File: config.mk
export PLATFORM = sky130hd
export DESIGN_NAME = busca_instrucao_flat
export DESIGN_NICKNAME = d
export VERILOG_FILES = /design/src/rtl/busca_instrucao_if.sv /design/src/rtl/busca_instrucao.sv /design/src/flat_wrapper.sv
export SDC_FILE = /design/constraint.sdc
export NUM_CORES = 1
export LEC_CHECK = 0
export ABC_CLOCK_PERIOD_IN_PS = 2000
export BUFFER_PORTS_ARGS = -buffer_cell sky130_fd_sc_hd__buf_2
export CELL_PAD_IN_SITES_DETAIL_PLACEMENT = 1
export CELL_PAD_IN_SITES_GLOBAL_PLACEMENT = 1
export CORE_ASPECT_RATIO = 1.5
export CORE_MARGIN = 2
export CORE_UTILIZATION = 37
export CTS_BUF_LIST = sky130_fd_sc_hd__clkbuf_16
export CTS_CLUSTER_DIAMETER = 120
export DETAILED_ROUTE_END_ITERATION = 8
export PLACE_DENSITY_LB_ADDON = 0.1
export SYNTH_ARGS = -nofsm -noshare
export SYNTH_HDL_FRONTEND = slang
export SYNTH_SLANG_ARGS = --single-unit
File: constraint.sdc
create_clock -name clock -period 2 [get_ports clock]
set_input_delay 0.1 -clock clock [delete_from_list [all_inputs] [get_ports clock]]
set_output_delay 0.1 -clock clock [all_outputs]
set_load 0.005 [all_outputs]
File: src/rtl/busca_instrucao_if.sv
`default_nettype none
// ============================================================================
// Module      : busca_instrucao_if
// Description : Instruction-memory and control-unit handshake bundle for the
//               NRISC instruction-fetch stage.
// Revision    : 1.0 - initial release
// ============================================================================
interface busca_instrucao_if #(
  parameter int unsigned PC_W = 8
) ();
  logic            imem_req;
  logic [PC_W-1:0] imem_addr;
  logic            imem_valid;
  logic [7:0]      imem_data;
  logic [7:0]      instr_out;
  logic [2:0]      opcode;
  logic [1:0]      funct;
  logic [PC_W-1:0] pc_out;
  logic            instr_valid;
  logic            instr_ready;
  logic            branch_taken;
  logic [PC_W-1:0] branch_target;
  logic            resume;
  logic            halt;

  modport master (
    output imem_req, imem_addr, instr_out, opcode, funct, pc_out, instr_valid, halt,
    input  imem_valid, imem_data, instr_ready, branch_taken, branch_target, resume
  );

  modport slave (
    input  imem_req, imem_addr, instr_out, opcode, funct, pc_out, instr_valid, halt,
    output imem_valid, imem_data, instr_ready, branch_taken, branch_target, resume
  );
endinterface
`default_nettype wire

File: src/rtl/busca_instrucao.sv
`default_nettype none
// ============================================================================
// Module      : busca_instrucao
// Description : NRISC instruction-fetch stage: PC, variable-latency fetch,
//               instruction register, beq redirect and halt/resume.
// Revision    : 1.0 - initial release
// ============================================================================
module busca_instrucao #(
  parameter int unsigned       PC_W     = 8,
  parameter logic [PC_W-1:0]   RESET_PC = '0
) (
  input  logic              clock,
  input  logic              reset,
  busca_instrucao_if.master bus
);

  typedef enum logic [1:0] {
    ST_START  = 2'd0,
    ST_FETCH  = 2'd1,
    ST_HOLD   = 2'd2,
    ST_HALTED = 2'd3
  } state_t;

  localparam logic [PC_W-1:0] c_pc_one = {{(PC_W-1){1'b0}}, 1'b1};

  state_t          state_q, state_d;
  logic [PC_W-1:0] pc_q, pc_d;
  logic [PC_W-1:0] addr_q, addr_d;
  logic [PC_W-1:0] pc_out_q, pc_out_d;
  logic [7:0]      instr_q, instr_d;
  logic            flush_q, flush_d;

  logic [PC_W-1:0] w_pc_inc;
  logic            w_is_halt;

  assign w_pc_inc  = pc_q + c_pc_one;
  assign w_is_halt = (instr_q[7:5] == 3'b110) && (instr_q[1:0] == 2'b11);

  always_ff @(posedge clock) begin
    if (reset) begin
      state_q  <= ST_START;
      pc_q     <= RESET_PC;
      addr_q   <= RESET_PC;
      pc_out_q <= RESET_PC;
      instr_q  <= 8'h00;
      flush_q  <= 1'b0;
    end else begin
      state_q  <= state_d;
      pc_q     <= pc_d;
      addr_q   <= addr_d;
      pc_out_q <= pc_out_d;
      instr_q  <= instr_d;
      flush_q  <= flush_d;
    end
  end

  // addr_q only moves when a new transaction begins, so imem_addr stays
  // stable for the whole request even if a branch updates pc mid-flight.
  always_comb begin
    state_d  = state_q;
    pc_d     = pc_q;
    addr_d   = addr_q;
    pc_out_d = pc_out_q;
    instr_d  = instr_q;
    flush_d  = flush_q;
    case (state_q)
      ST_START: begin
        state_d = ST_FETCH;
        addr_d  = pc_q;
      end
      ST_FETCH: begin
        if (bus.branch_taken) begin
          pc_d = bus.branch_target;
          if (bus.imem_valid) begin
            flush_d = 1'b0;
            addr_d  = bus.branch_target;
          end else begin
            flush_d = 1'b1;
          end
        end else if (bus.imem_valid) begin
          if (flush_q) begin
            flush_d = 1'b0;
            addr_d  = pc_q;
          end else begin
            instr_d  = bus.imem_data;
            pc_out_d = pc_q;
            state_d  = ST_HOLD;
          end
        end
      end
      ST_HOLD: begin
        if (bus.branch_taken) begin
          pc_d    = bus.branch_target;
          addr_d  = bus.branch_target;
          state_d = ST_FETCH;
        end else if (bus.instr_ready) begin
          if (w_is_halt) begin
            state_d = ST_HALTED;
          end else begin
            pc_d    = w_pc_inc;
            addr_d  = w_pc_inc;
            state_d = ST_FETCH;
          end
        end
      end
      ST_HALTED: begin
        if (bus.resume) begin
          pc_d    = w_pc_inc;
          addr_d  = w_pc_inc;
          state_d = ST_FETCH;
        end
      end
      default: begin
        state_d = ST_START;
      end
    endcase
  end

  assign bus.imem_req    = (state_q == ST_FETCH);
  assign bus.imem_addr   = addr_q;
  assign bus.instr_out   = instr_q;
  assign bus.opcode      = instr_q[7:5];
  assign bus.funct       = instr_q[1:0];
  assign bus.pc_out      = pc_out_q;
  assign bus.instr_valid = (state_q == ST_HOLD);
  assign bus.halt        = (state_q == ST_HALTED);

endmodule
`default_nettype wire

File: src/flat_wrapper.sv
// flat-port wrapper written by rule: the top's interface ports become plain ports
module busca_instrucao_flat 
#(
  parameter int unsigned       PC_W     = 8,
  parameter logic [PC_W-1:0]   RESET_PC = '0
)
  (clock, reset, bus_imem_req, bus_imem_addr, bus_instr_out, bus_opcode, bus_funct, bus_pc_out, bus_instr_valid, bus_halt, bus_imem_valid, bus_imem_data, bus_instr_ready, bus_branch_taken, bus_branch_target, bus_resume);
  busca_instrucao_if #(.PC_W(PC_W)) bus_i ();
  input  logic clock;
  input  logic reset;
  output wire logic [$bits(bus_i.imem_req)-1:0] bus_imem_req;
  output wire logic [$bits(bus_i.imem_addr)-1:0] bus_imem_addr;
  output wire logic [$bits(bus_i.instr_out)-1:0] bus_instr_out;
  output wire logic [$bits(bus_i.opcode)-1:0] bus_opcode;
  output wire logic [$bits(bus_i.funct)-1:0] bus_funct;
  output wire logic [$bits(bus_i.pc_out)-1:0] bus_pc_out;
  output wire logic [$bits(bus_i.instr_valid)-1:0] bus_instr_valid;
  output wire logic [$bits(bus_i.halt)-1:0] bus_halt;
  input wire logic [$bits(bus_i.imem_valid)-1:0] bus_imem_valid;
  input wire logic [$bits(bus_i.imem_data)-1:0] bus_imem_data;
  input wire logic [$bits(bus_i.instr_ready)-1:0] bus_instr_ready;
  input wire logic [$bits(bus_i.branch_taken)-1:0] bus_branch_taken;
  input wire logic [$bits(bus_i.branch_target)-1:0] bus_branch_target;
  input wire logic [$bits(bus_i.resume)-1:0] bus_resume;
  assign bus_imem_req = bus_i.imem_req;
  assign bus_imem_addr = bus_i.imem_addr;
  assign bus_instr_out = bus_i.instr_out;
  assign bus_opcode = bus_i.opcode;
  assign bus_funct = bus_i.funct;
  assign bus_pc_out = bus_i.pc_out;
  assign bus_instr_valid = bus_i.instr_valid;
  assign bus_halt = bus_i.halt;
  assign bus_i.imem_valid = bus_imem_valid;
  assign bus_i.imem_data = bus_imem_data;
  assign bus_i.instr_ready = bus_instr_ready;
  assign bus_i.branch_taken = bus_branch_taken;
  assign bus_i.branch_target = bus_branch_target;
  assign bus_i.resume = bus_resume;
  busca_instrucao #(.PC_W(PC_W), .RESET_PC(RESET_PC)) u_core (.clock(clock), .reset(reset), .bus(bus_i));
endmodule
==> summary.txt, run 1 <==
Outcome
  – Outcome: complete, no violations

Clocking
  – CTS max path bufs: 2
  – Root buf cell: clkbuf_16
  – Total CTS buffers: 5
  – Setup repair bufs after CTS: 0
  – CTS tree: built
  – Clk pin slew, worst setup/hold paths: ~0.06 ns
  – Clock sink count: 35
  – Hold-fix buffers at CTS: 0
  – CTS HTree Levels: 2
  – Later-pin clock latency in the skew report: ~0.27 ns

Yosys
  – Sequential area share after synthesis: 0.356
  – Syn. warnings: 0
  – Unique masters post-synth: slightly above 40
  – Synthesized instance count: between 200 and 300
  – Syn_area_per_cell: around 8 um^2
  – EDFF count, synth: 0
  – Number of synthesized register bits: 35
  – Synth Net Count: approximately 280
  – Area of the mapped netlist: around 2000 um^2
  – Ys flop type: dfxtp_1
  – Post-synth ARST share: 0

Timing
  – Tmin final: 1.96 ns
  – Setup TNS: 0 ns
  – Unrepaired setup endpoints after global routing: yes
  – Slew Limit Headroom: 0.677
  – Setup Skew: between 0.002 and 0.0025 ns
  – Hold_ws: roughly 0.059 ns
  – Final period util: 0.978
  – Final Hold Fails: 0
  – Slew Viols, Final: 0
  – Worst-Margin Slew: approximately 0.48 ns
  – Fmax: around 510 MHz
  – Setup violators final: 0

Placement
  – Final HPWL DP: roughly 4400 um
  – GPL Wtd Cong: 0.885
  – Port Buffer Count: 53

Drt
  – Via density: 5.37
  – Initial drt markers: between 60 and 70
  – Final wirelength: ~6000 um
  – WL/cell: 15.9 um
  – Total number of vias: around 2000
  – Iteration count of the initial detailed-routing pass: 4
  – Post-route ant nets: 0
  – DRC viols: 0

Power and ir drop
  – Peak supply drop: between 0.0005 and 0.0006 V
  – Static Leak: 0.00108 uW
  – PwrDens: approximately 990 nW/um^2

Die
  – Core Rows: 32
  – Core area: 5120 um^2
  – Die Y: around 93 um
  – Die Footprint: roughly 6000 um^2
  – DIE WIDTH: 63.6 um
  – Num ports: 54
  – Starting Density: 0.384

Global routing
  – GR Overflow Total: 0
  – Vias in the first global route: about 2000
  – Tot GR Track Use: 0.216
  – Initial antenna violation count: 0
  – Global-route wire length before repair: 10100 um
  – Maximum number of pins on one net before global-route repair: 20

Cells and area
  – FILL cells: roughly 690
  – Reg area: between 700 and 800 um^2
  – Share of cells above drive strength 1: 0.291
  – N_diodes: 0
  – Area grow syn2layout: 27.8%
  – Layout net count: approximately 340
  – Multi-input logic area: 1110 um^2

Worst setup path
  – Critical path launch point type: register
  – Critical path cell sequence: inv_1 > ha_2 > buf_12 > nor3_1 > nor4_4 > buf_6 > nor2_1 > a311oi_1
  – Critical-path top delay cell: nor4_4
  – CP max stage delay: roughly 0.44 ns
  – Worst EP required: roughly 2.2 ns
  – WP data arrival: roughly 2.1 ns
  – Crit-path max FO: 14
  – CP Class: register to register
  – CP Capture Type: register

Min path
  – Hold Crit Class: input port to register

Run
  – Max Cap Viol: 0
## routing by layer
| metal | global-route usage | routed length, um | vias up |
|---|---|---|---|
| met2 | 0.387 | 3090 | 54 |
| met3 | 0.0493 | 268 | 10 |
| li1 | - | - | 997 |
| met1 | 0.245 | 2510 | 965 |
| met4 | 0.0870 | 137 | 0 |
| met5 | 0 | 0 | - |
## final cells by class
type                            count  share of cell area
Multi-Input combinational cell    186               0.442
Timing Repair Buffer               72               0.169
Sequential cell                    35               0.278
Tap cell                           68              0.0338
Inverter                            8              0.0119
Clock buffer                        5              0.0497
Clock inverter                      3              0.0154
## repair_timing
item / in CTS / in global routing
setup endpoints to repair: 1 / 10
cloned: 0 / 0
gates resized for setup: 1 / 3
pin swaps: 1 / 1
## synthesized netlist by cell type, types with 2 or more instances
cell type	count	area [um^2]
nand3_1	10	50.1
nand2b_1	4	25.0
a211oi_2	3	37.5
o21ai_0	10	50.1
dfxtp_1	35	701
a22oi_1	4	30.0
buf_4	8	60.1
and4_1	2	17.5
o31ai_1	2	15.0
nor4_4	2	42.5
nand2_1	44	165
xor2_1	3	26.3
clkbuf_1	6	22.5
buf_6	2	22.5
o21ai_1	2	10.0
inv_1	7	26.3
a31oi_1	2	12.5
nor2_1	20	75.1
and3_1	6	37.5
ha_1	6	75.1
a211oi_1	10	75.1
nor2b_1	3	18.8
a311oi_1	3	26.3
buf_2	5	25.0
a21oi_1	35	175
## metrics by stage
stage / setup slack, ns / total power, uW / util / instances / cell area [um^2]
6_report: 0.0438 / 2500 / 0.491 / 377 / 2520
2_1_floorplan: 0.196 / 1340 / - / 250 / 1970
4_1_cts: 0.0164 / 2520 / 0.490 / 377 / 2510
3_5_place_dp: -0.0520 / 1630 / 0.457 / 369 / 2340
5_1_grt: -0.0194 / 2640 / 0.491 / 377 / 2520
3_3_place_gp: 0.0763 / 1610 / 0.457 / 369 / 2340
## cell families after synthesis
family | synth area share
AND/OR/NAND/NOR | 0.235
AO/OA/AOI/OAI | 0.276
flip-flops | 0.356
buffers and inverters | 0.0814
adder cells (fa/ha/maj) | 0.0381
XOR/XNOR | 0.0134
## final timing paths
check / slack (ns) / end / from / cells after the start
max: 0.04 / u_core.pc_q[1] / u_core.state_q[0] / 8
min: 0.06 / u_core.bus.instr_out[4] / bus_imem_data[4] / 3
max reg2reg: 0.04 / u_core.pc_q[1] / u_core.state_q[0] / 8
min reg2reg: 0.45 / u_core.bus.pc_out[3] / u_core.bus.pc_out[3] / 2
## registers in the layout (all words and copies together), names as in the netlist
| name | cells |
|---|---|
| u_core.bus.instr_out | 8 |
| u_core.bus.pc_out | 8 |
| u_core.pc_q | 8 |
| u_core.flush_q | 1 |
| u_core.state_q | 2 |
| u_core.bus.imem_addr | 8 |
## cell usage in the layout, fill, tap and decap left out, types with 2 or more instances in the layout
| cell | n |
|---|---|
| xor2_1 | 3 |
| buf_4 | 17 |
| buf_2 | 53 |
| a311oi_1 | 3 |
| and3_1 | 6 |
| a211oi_1 | 10 |
| a22oi_1 | 4 |
| nand2_1 | 44 |
| o31ai_1 | 2 |
| nor4_4 | 2 |
| and4_1 | 2 |
| o21ai_0 | 10 |
| ha_1 | 5 |
| a31oi_1 | 2 |
| nor2_1 | 20 |
| nand3_1 | 10 |
| a211oi_2 | 3 |
| nand2b_1 | 4 |
| clkbuf_16 | 5 |
| a21oi_1 | 35 |
| nor2b_1 | 2 |
| o21ai_1 | 2 |
| inv_1 | 7 |
| dfxtp_1 | 35 |
| clkinv_1 | 2 |
## critical path, delay by kind of cell, from the launching register on
kind                       cells  cell delay, ns
and+or+nand+nor                3            0.56
buffers and inverters          3            0.43
DFF                            1            0.35
AOI/OAI and AO/OA              1            0.27
adders and majority gates      1            0.24
## report_power, final
| part | switching, uW | total, uW | internal, uW |
|---|---|---|---|
| registers | 77.8 | 871 | 793 |
| clock network | 292 | 873 | 581 |
| logic | 428 | 754 | 327 |
| total | 798 | 2500 | 1700 |
No activity file was read; power rests on OpenSTA's default activity.
==> inputs of run 2 (changes only) <==
ABC_CLOCK_PERIOD_IN_PS = 1900   (was 2000)
CORE_ASPECT_RATIO = 0.75   (was 1.5)
clock period = 1.9 ns   (was 2 ns; I/O delays follow)
==> run 2 against run 1 <==
  * Non-clock buffer count rose by 10
  * Clock power rose by 9.4%
  * Register-to-register slack improved by 0.06 ns
  * Critical endpoint is now u_core.pc_q[6]
  * Largest cell class unchanged
==> summary.txt, run 2 (same netlist as run 1, synthesis figures left out) <==
Outcome
  – Outcome: complete, no violations

Worst setup path
  – CP Capture Type: register
  – Buf/Inv on CP: 3 (unchanged)
  – WP data arrival: 1.97 ns (-0.16 ns)
  – Critical path cell sequence: buf_4 > ha_2 > inv_2 > o22ai_4 > nor4_4 > buf_4 > o21ai_0 > a32o_1
  – CP Class: register to register
  – Critical path launch point type: register
  – Crit-path max FO: 5 (-9)
  – Critical Path Most Common Cell: buf_4
  – CP max stage delay: 0.41 ns (-0.03 ns)
  – Critical-path top delay cell: nor4_4
  – Critical path's top delay family: simple AND/OR/NAND/NOR gates
  – Worst EP required: 2.07 ns (-0.10 ns)

Die
  – Core area: 5010 um^2 (-2.2%)
  – Starting Density: 0.393 (+0.00882)
  – DIE WIDTH: 88.2 um (+39%)
  – Die Y: 67.2 um (-28%)
  – Core Rows: 22 (-31%)
  – Num ports: 54 (unchanged)
  – Die Footprint: 5920 um^2 (-0.11%)

Cells and area
  – Most common cell after layout, fill and taps aside: buf_2
  – Reg area: 702 um^2 (+0.18%)
  – Share of cells above drive strength 1: 0.335 (+0.0442)
  – Multi-input logic area: 1140 um^2 (+2.4%)
  – N_diodes: 0 (unchanged)
  – Final cell utilization of the core: 0.527 (+0.0358)
  – Most frequent cells in the layout: buf_2, nand2_1, a21oi_1
  – Layout net count: 346 (+3.0%)
  – FILL cells: 641 (-7.2%)
  – Area grow syn2layout: 34.1%

Placement
  – GPL Wtd Cong: 0.875 (-1.2%)
  – Port Buffer Count: 53 (unchanged)
  – Final HPWL DP: 4750 um (+7.3%)

Run
  – Max Cap Viol: 0 (unchanged)

Power and ir drop
  – Static Leak: 0.00114 uW (+5.8%)
  – Peak supply drop: 0.000352 V (-30%)
  – PwrDens: 1050 nW/um^2 (+5.8%)

Drt
  – Initial drt markers: 129 (+110%)
  – Final wirelength: 6560 um (+9.4%)
  – Total number of vias: 2075 (+2.4%)
  – Iteration count of the initial detailed-routing pass: 4 (unchanged)
  – Post-route ant nets: 0 (unchanged)
  – DRC viols: 0 (unchanged)
  – Via density: 5.31 (-1.2%)
  – WL/cell: 16.8 um (+5.5%)

Timing
  – Slew Limit Headroom: 0.700 (+0.0230)
  – Worst-Margin Slew: 0.450 ns (-0.0334 ns)
  – Fmax: 556 MHz (+8.7%)
  – Final period util: 0.947 (-0.0308)
  – Final Hold Fails: 0 (unchanged)
  – Setup violators final: 0 (unchanged)
  – Tmin final: 1.80 ns (-0.156 ns)
  – Slew Viols, Final: 0 (unchanged)
  – Setup TNS: 0 ns (unchanged)
  – Setup Skew: 0.00483 ns (+0.00246 ns)

Min path
  – Hold Crit Class: input port to register

Clocking
  – Later-pin clock latency in the skew report: 0.28 ns (about the same)
  – Clk pin slew, worst setup/hold paths: 0.06 ns (about the same)
  – Total CTS buffers: 5 (unchanged)
  – CTS tree: built
  – Hold-fix buffers at CTS: 0 (unchanged)
  – CTS max path bufs: 2 (unchanged)
  – Root buf cell: clkbuf_16
  – CTS HTree Levels: 2 (unchanged)
  – Clock sink count: 35 (unchanged)

Global routing
  – Tot GR Track Use: 0.230 (+0.0142)
  – GR Overflow Total: 0 (unchanged)
  – GRT met1 Usage: 0.311 (+0.0661)
  – Global-route wire length before repair: 10400 um (+2.9%)
  – Initial antenna violation count: 0 (unchanged)
  – Met3 Use GR: 0.0452 (-0.00411)
  – Top Usage Layer GRT: met2
  – Vias in the first global route: 2028 (-0.44%)
  – M2 GR Usage: 0.373 (-0.0137)
  – Maximum number of pins on one net before global-route repair: 20 (unchanged)
run 2: final timing paths:
kind                             start                 endpoint  slack [ns]  depth (start not counted)
hold / removal        bus_imem_data[7]  u_core.bus.instr_out[7]        0.05                          3
hold reg to reg   u_core.bus.pc_out[2]     u_core.bus.pc_out[2]        0.45                          2
setup reg to reg     u_core.state_q[0]           u_core.pc_q[6]        0.10                          8
setup / recovery     u_core.state_q[0]           u_core.pc_q[6]        0.10                          8
run 2: final cells by class:
cell class / count / share of cell area
clock buffers: 5 / 0.0474
clock inverters: 3 / 0.0166
inverters: 8 / 0.0114
multi-input cells: 186 / 0.431
flip-flops and latches: 35 / 0.266
well taps: 72 / 0.0341
repair buffers: 82 / 0.193
run 2: layer usage:
metal | routed length, um | part of all wire
met3 | 317 | 0.048
met2 | 3070 | 0.47
met5 | 0 | 0
met4 | 102 | 0.016
met1 | 3070 | 0.47
run 2: what timing repair did:
item	CTS	global route
endpoints found under the setup margin	0	11
resized for setup	0	10
buffers inserted	0	4
hold endpoints to repair	0	0
run 2: worst register-to-register path, stage by stage (launching register included):
cell and delay (ns):
dfxtp_1 0.31, buf_4 0.14, ha_2 0.19, inv_2 0.08
o22ai_4 0.09, nor4_4 0.41, buf_4 0.18, o21ai_0 0.07
a32o_1 0.21
run 2: metrics by stage:
stage / hold slack, ns / power [uW] / area [um^2] / cells / setup slack [ns]
final: 0.0472 / 2770 / 2640 / 391 / 0.100
after global placement: 0.339 / 1740 / 2400 / 378 / 0.122
after floorplan: 0.195 / 1420 / 1970 / 250 / 0.0962
after CTS: 0.0494 / 2710 / 2570 / 386 / 0.0206
after global routing: 0.0657 / 2920 / 2640 / 391 / -0.00677
after detailed placement: 0.344 / 1750 / 2400 / 378 / 0.0591
run 2: power breakdown:
| group | internal (uW) | leakage, uW | switching, uW |
|---|---|---|---|
| Combinational | 408 | 0.000770 | 500 |
| Clock | 619 | 0.0000838 | 336 |
| Sequential | 836 | 0.000286 | 75.6 |
